--- src/rtl/rhythm_pkg.sv ---
// rtl/rhythm_pkg.sv - shared states and keycodes for the rhythm game score path
package rhythm_pkg;

   typedef enum logic [1:0] {
      IDLE = 2'd0,
      PLAY = 2'd1,
      OVER = 2'd2
   } state_t;

   localparam logic [7:0] KEY_START   = 8'h2c;
   localparam logic [7:0] KEY_RESTART = 8'h01;

   localparam int COMBO_BONUS_THRESH = 10;

endpackage

--- src/rtl/drop_score_tally_if.sv ---
// rtl/drop_score_tally_if.sv - lane levels, keycode and score outputs of the tally
interface drop_score_tally_if #(
   parameter int N_LANES = 16,
   parameter int SCORE_W = 16,
   parameter int CNT_W   = 8
);
   logic [7:0]         keycode;
   logic [N_LANES-1:0] hit;
   logic [N_LANES-1:0] done;
   logic [SCORE_W-1:0] score;
   logic [CNT_W-1:0]   combo;
   logic [CNT_W-1:0]   max_combo;
   logic [CNT_W-1:0]   hits;
   logic [CNT_W-1:0]   misses;
   logic               game_over;

   modport master (
      output keycode, hit, done,
      input  score, combo, max_combo, hits, misses, game_over
   );

   modport slave (
      input  keycode, hit, done,
      output score, combo, max_combo, hits, misses, game_over
   );
endinterface

--- src/rtl/lane_popcount.sv ---
// rtl/lane_popcount.sv - combinational population count over the lane mask
module lane_popcount #(
   parameter int N_LANES = 16
) (
   input  logic [N_LANES-1:0]             lanes,
   output logic [$clog2(N_LANES+1)-1:0]   count
);
   localparam int CW = $clog2(N_LANES + 1);

   always_comb begin
      count = '0;
      for (int i = 0; i < N_LANES; i++) begin
         count = count + CW'(lanes[i]);
      end
   end
endmodule

--- src/rtl/drop_score_tally.sv ---
// rtl/drop_score_tally.sv - counts each lane's note once as hit or miss; COMBO_BONUS_EN doubles points on long combos
module drop_score_tally
   import rhythm_pkg::*;
#(
   parameter int N_LANES    = 16,
   parameter int SCORE_W    = 16,
   parameter int CNT_W      = 8,
   parameter int HIT_POINTS = 100
) (
   input  logic              frame_clk,
   input  logic              Reset_n,
   drop_score_tally_if.slave bus
);
   localparam int PW = $clog2(N_LANES + 1);

   state_t             state, state_n;
   logic [N_LANES-1:0] hit_q, done_q, resolved, resolved_n;
   logic [N_LANES-1:0] new_hit, new_miss;
   logic [PW-1:0]      nh, nm;

   logic [SCORE_W-1:0] score_r, score_n;
   logic [CNT_W-1:0]   combo_r, combo_n, max_r, max_n;
   logic [CNT_W-1:0]   hits_r, hits_n, misses_r, misses_n;
   logic               over_r;

   logic [31:0]        pts;
   logic [32:0]        score_sum;
   logic [CNT_W:0]     hits_sum, misses_sum, combo_sum;
   logic [CNT_W-1:0]   combo_sat;

   // A lane with hit and done rising together is a hit, never a miss.
   always_comb begin
      new_hit  = '0;
      new_miss = '0;
      if (state == PLAY) begin
         new_hit  = bus.hit & ~hit_q & ~resolved;
         new_miss = bus.done & ~done_q & ~resolved & ~bus.hit;
      end
   end

   lane_popcount #(.N_LANES(N_LANES)) u_nh (.lanes(new_hit),  .count(nh));
   lane_popcount #(.N_LANES(N_LANES)) u_nm (.lanes(new_miss), .count(nm));

   always_comb begin
      pts = 32'(HIT_POINTS);
`ifdef COMBO_BONUS_EN
      if (32'(combo_r) >= 32'(COMBO_BONUS_THRESH)) begin
         pts = 32'(2 * HIT_POINTS);
      end
`endif
      score_sum  = 33'(score_r) + 33'(32'(nh) * pts);
      hits_sum   = {1'b0, hits_r} + (CNT_W+1)'(nh);
      misses_sum = {1'b0, misses_r} + (CNT_W+1)'(nm);
      // Misses in a cycle break the combo before that cycle's hits are added.
      combo_sum  = (nm != '0) ? (CNT_W+1)'(nh) : ({1'b0, combo_r} + (CNT_W+1)'(nh));
      combo_sat  = combo_sum[CNT_W] ? '1 : combo_sum[CNT_W-1:0];
   end

   always_comb begin
      state_n    = state;
      resolved_n = resolved;
      score_n    = score_r;
      combo_n    = combo_r;
      max_n      = max_r;
      hits_n     = hits_r;
      misses_n   = misses_r;
      unique case (state)
         IDLE: begin
            resolved_n = '0;
            score_n    = '0;
            combo_n    = '0;
            max_n      = '0;
            hits_n     = '0;
            misses_n   = '0;
            if (bus.keycode == KEY_START) state_n = PLAY;
         end
         PLAY: begin
            resolved_n = resolved | new_hit | new_miss;
            score_n    = (score_sum > {{(33-SCORE_W){1'b0}}, {SCORE_W{1'b1}}})
                       ? '1 : score_sum[SCORE_W-1:0];
            hits_n     = hits_sum[CNT_W]   ? '1 : hits_sum[CNT_W-1:0];
            misses_n   = misses_sum[CNT_W] ? '1 : misses_sum[CNT_W-1:0];
            combo_n    = combo_sat;
            max_n      = (combo_sat > max_r) ? combo_sat : max_r;
            if (&resolved_n) state_n = OVER;
         end
         OVER: begin
            if (bus.keycode == KEY_RESTART) begin
               state_n    = IDLE;
               resolved_n = '0;
               score_n    = '0;
               combo_n    = '0;
               max_n      = '0;
               hits_n     = '0;
               misses_n   = '0;
            end
         end
         default: state_n = IDLE;
      endcase
   end

   always_ff @(posedge frame_clk or negedge Reset_n) begin
      if (!Reset_n) begin
         state    <= IDLE;
         hit_q    <= '0;
         done_q   <= '0;
         resolved <= '0;
         score_r  <= '0;
         combo_r  <= '0;
         max_r    <= '0;
         hits_r   <= '0;
         misses_r <= '0;
         over_r   <= 1'b0;
      end else begin
         state    <= state_n;
         hit_q    <= bus.hit;
         done_q   <= bus.done;
         resolved <= resolved_n;
         score_r  <= score_n;
         combo_r  <= combo_n;
         max_r    <= max_n;
         hits_r   <= hits_n;
         misses_r <= misses_n;
         over_r   <= (state_n == OVER);
      end
   end

   assign bus.score     = score_r;
   assign bus.combo     = combo_r;
   assign bus.max_combo = max_r;
   assign bus.hits      = hits_r;
   assign bus.misses    = misses_r;
   assign bus.game_over = over_r;
endmodule

--- src/flat_wrapper.sv ---
// flat-port wrapper written by rule: the top's interface ports become plain ports
module drop_score_tally_flat import rhythm_pkg::*;
#(
   parameter int N_LANES    = 16,
   parameter int SCORE_W    = 16,
   parameter int CNT_W      = 8,
   parameter int HIT_POINTS = 100
)
  (frame_clk, Reset_n, bus_keycode, bus_hit, bus_done, bus_score, bus_combo, bus_max_combo, bus_hits, bus_misses, bus_game_over);
  drop_score_tally_if #(.N_LANES(N_LANES), .SCORE_W(SCORE_W), .CNT_W(CNT_W)) bus_i ();
  input  logic frame_clk;
  input  logic Reset_n;
  input wire logic [$bits(bus_i.keycode)-1:0] bus_keycode;
  input wire logic [$bits(bus_i.hit)-1:0] bus_hit;
  input wire logic [$bits(bus_i.done)-1:0] bus_done;
  output wire logic [$bits(bus_i.score)-1:0] bus_score;
  output wire logic [$bits(bus_i.combo)-1:0] bus_combo;
  output wire logic [$bits(bus_i.max_combo)-1:0] bus_max_combo;
  output wire logic [$bits(bus_i.hits)-1:0] bus_hits;
  output wire logic [$bits(bus_i.misses)-1:0] bus_misses;
  output wire logic [$bits(bus_i.game_over)-1:0] bus_game_over;
  assign bus_i.keycode = bus_keycode;
  assign bus_i.hit = bus_hit;
  assign bus_i.done = bus_done;
  assign bus_score = bus_i.score;
  assign bus_combo = bus_i.combo;
  assign bus_max_combo = bus_i.max_combo;
  assign bus_hits = bus_i.hits;
  assign bus_misses = bus_i.misses;
  assign bus_game_over = bus_i.game_over;
  drop_score_tally #(.N_LANES(N_LANES), .SCORE_W(SCORE_W), .CNT_W(CNT_W), .HIT_POINTS(HIT_POINTS)) u_core (.frame_clk(frame_clk), .Reset_n(Reset_n), .bus(bus_i));
endmodule
--- config.mk ---
export PLATFORM = sky130hd
export DESIGN_NAME = drop_score_tally_flat
export DESIGN_NICKNAME = d
export VERILOG_FILES = /design/src/rtl/rhythm_pkg.sv /design/src/rtl/drop_score_tally_if.sv /design/src/rtl/lane_popcount.sv /design/src/rtl/drop_score_tally.sv /design/src/flat_wrapper.sv
export SDC_FILE = /design/constraint.sdc
export NUM_CORES = 1
export LEC_CHECK = 0
export ABC_CLOCK_PERIOD_IN_PS = 12600
export CORE_MARGIN = 8
export CORE_UTILIZATION = 38
export CTS_CLUSTER_SIZE = 10
export DETAILED_ROUTE_END_ITERATION = 8
export GPL_TIMING_DRIVEN = 0
export HOLD_SLACK_MARGIN = 0.06
export SLEW_MARGIN = 20
export SYNTH_ARGS = -nofsm -noshare
export SYNTH_HDL_FRONTEND = slang
export SYNTH_SLANG_ARGS = --single-unit
--- constraint.sdc ---
create_clock -name frame_clk -period 12.6 [get_ports frame_clk]
set_input_delay 2.52 -clock frame_clk [delete_from_list [all_inputs] [get_ports frame_clk]]
set_output_delay 2.52 -clock frame_clk [all_outputs]
set_load 0.01 [all_outputs]
==> metrics.yaml <==
chipHeight_um: 148
postRouteAntennaNets: 0
cpMostUsedCell: "ha_1"
final_common_cell: "dfrtp_1"
final_net_count: 908
p_sw_uw: 313
synth_warnings: 0
routedWlPerCell_um: 18.0
antennaDiodeCount: 0
cts_hold_buf: 0
routed_via_density: 5.43
syn-instance-count: 682
yosys.area.top_type: "dfrtp_1"
ys_ff_latch: 98
timing.fmax_ghz: 0.0976
ys_seq_area_share_pct: 36.9
hold_viol: 0
grt_usage_pct: 17.3
internal-power_uw: 594
cp_num_buf_inv: 6
cts_repair_resize_count: 0
fillers: 1677
slowest_stage: "nor3_1"
route.detailed.drc: 0
postCtsSetupRepairBufs: 0
hp-class: "reg2reg"
gr-total-overflow: 0
via_count: 5504
worstPathArrival_ns: 10.54
clockBufferDepth: 2
timing.hold.ws_ns: 0.514
core-area_um2: 17200
start_kind: "input port"
grt_pass1_wl_um: 30200
finalSetupViolCount: 0
leakage_uw: 0.00383
async_flop_share_pct: 100
antenna_found_initial: 0
cts_buffers: 9
fin_crit_ns: 10.25
initial_utilization_pct: 38.7
placed_cell_area_um2: 7850
clock_power_share_pct: 28.6
power_density_nw_per_um2: 112
slew-limit-headroom_pct: 38.9
slew_viol_final: 0
synth.area.top_cells: "dfrtp_1 37%, ha_1 11%, fa_1 7.5%"
p_seq_share_pct: 38.6
p_sw_share_pct: 34.5
rsz0062_at_grt: "no"
drt-total-wl_um: 18200
drive_gt1_share_pct: 6.09
cts_tree: "yes"
synth_edf_count: 0
crit_fanout: 9
grt_pass1_vias: 5832
ys.flop_type: "dfrtp_1"
critPathKind: "in2reg"
drt_iter0_drc: 322
syn_nets: 806
timing.final.crit_share_pct: 81.4
root_buffer: "clkbuf_16"
cts_sinks: 98
rows: 48
final_area_um2: 8120
grt_max_degree: 57
end_kind: "register"
clk_latency_ns: 0.36
peakVddDrop_mv: 0.0759
synth_area_um2: 6640
clk_pin_slew_worst_paths_ns: 0.07
ios: 91
cp_slowest_stage_delay_ns: 0.72
area_delta_synth_final_pct: 22.3
layout_common_cells: "98 x dfrtp_1, 89 x clkdlybuf4s50_1, 63 x nand2_1"
portBuffers: 90
gp_congestion: 0.891
combPwrFrac_pct: 32.8
cp_top_family: "adder cells"
die-area_um2: 22000
syn_area_per_cell_um2: 9.74
drv_cap: 0
outcome: "completed"
synth_top_area_share_pct: 36.9
htree_levels: 3
tightest_slew_ns: 0.913
fin_worst_skew_ns: 0.00829
setup_tns_ns: 0
drt_first_pass_iters: 5
die_width_um: 148
synthDistinctLibCells: 78
crit_required_ns: 12.89
hpwlAfterDp_um: 14300
-- layout make-up --
class	count	area [um2]	area share (%)
clock inverters	6	42.5	0.524
repair buffers	91	930	11.5
clock buffers	9	225	2.77
inverters	42	158	1.94
plain buffers	19	108	1.33
multi-input cells	523	3920	48.3
flip-flops and latches	98	2450	30.2
well taps	225	282	3.47
-- logic make-up after synthesis --
kind of cell | share of synthesized area, %
simple gates | 17.5
compound gates | 19.8
flops | 36.9
fa+ha+maj | 18.3
buf+inv | 3.99
xor+xnor | 3.03
mux | 0.452
-- path summary, 6_finish.rpt --
kind | from | slack [ns] | cells past startpoint | end
setup / recovery | bus_hit[9] | 2.35 | 30 | u_core.bus.score[11]$_DFFE_PN0P_
hold / removal | u_core.bus.score[7]$_DFFE_PN0P_ | 0.51 | 2 | u_core.bus.score[7]$_DFFE_PN0P_
setup reg to reg | u_core.state[1]$_DFF_PN0_ | 3.26 | 32 | u_core.bus.score[11]$_DFFE_PN0P_
hold reg to reg | u_core.bus.score[7]$_DFFE_PN0P_ | 0.51 | 2 | u_core.bus.score[7]$_DFFE_PN0P_
max in group asynchronous | Reset_n | 9.89 | 2 | u_core.bus.hits[3]$_DFFE_PN0P_
min in group asynchronous | Reset_n | 2.08 | 1 | u_core.resolved[10]$_DFFE_PN0P_
-- cell usage after synthesis (3+ instances only) --
| library cell | n |
|---|---|
| a211o_1 | 4 |
| a211oi_1 | 5 |
| a21o_1 | 16 |
| a21oi_1 | 44 |
| a21oi_2 | 4 |
| a221o_1 | 3 |
| a22o_1 | 10 |
| a31oi_1 | 9 |
| and2_1 | 6 |
| and3_1 | 4 |
| buf_2 | 3 |
| buf_6 | 3 |
| clkbuf_1 | 10 |
| dfrtp_1 | 98 |
| fa_1 | 25 |
| ha_1 | 57 |
| inv_1 | 41 |
| mux2i_1 | 3 |
| nand2_1 | 63 |
| nand2b_1 | 15 |
| nand3_1 | 12 |
| nor2_1 | 53 |
| nor2b_1 | 5 |
| nor3_1 | 23 |
| nor4b_1 | 4 |
| o21a_1 | 5 |
| o21ai_0 | 34 |
| o21bai_1 | 8 |
| o221ai_1 | 3 |
| o22ai_1 | 5 |
| o2bb2ai_1 | 3 |
| o31ai_1 | 8 |
| or2b_1 | 3 |
| or3_1 | 13 |
| or3b_1 | 6 |
| xnor2_1 | 13 |
| xor2_1 | 10 |
-- metal layers --
layer	track usage [%]	routed length, um	vias up	part of all wire (%)
met1	22.4	8320	2684	46
met2	28.3	8570	135	47
met5	0	0	-	0
met3	3.62	1070	17	5.9
li1	-	-	2668	-
met4	5.71	283	0	1.6
-- power groups by stage --
stage	Sequential, uW	Clock [uW]	Combinational, uW
finish	350	259	297
global route	353	281	335
CTS	350	266	302
detailed placement	357	0	299
global placement	356	0	289
floorplan	358	0	186
-- per-stage QoR --
stage / total power, uW / setup slack, ns / util [%] / std cells
2_1_floorplan: 544 / 3.54 / - / 682
3_3_place_gp: 645 / 2.21 / 45.5 / 997
3_5_place_dp: 656 / 2.01 / 45.7 / 998
4_1_cts: 918 / 2.36 / 47.3 / 1013
5_1_grt: 969 / 1.79 / 47.3 / 1013
6_report: 907 / 2.35 / 47.3 / 1013
-- worst register-to-register path: cells and delay by family (launching register included) --
kind                     cells  cell delay [ns]
adder cells (fa/ha/maj)     10             3.89
AO/OA/AOI/OAI                5             0.72
AND/OR/NAND/NOR              8             2.24
XOR/XNOR                     1             0.16
buffers and inverters        8             1.77
flip-flops                   1             0.49
-- registers in the layout, summed over array words and instances (netlist names) --
register,count
u_core.bus.combo,8
u_core.bus.game_over,1
u_core.bus.hits,8
u_core.done_q,16
u_core.bus.score,15
u_core.resolved,16
u_core.state,2
u_core.hit_q,16
u_core.bus.max_combo,8
u_core.bus.misses,8
Note: power is estimated with default switching activity, not from simulation.
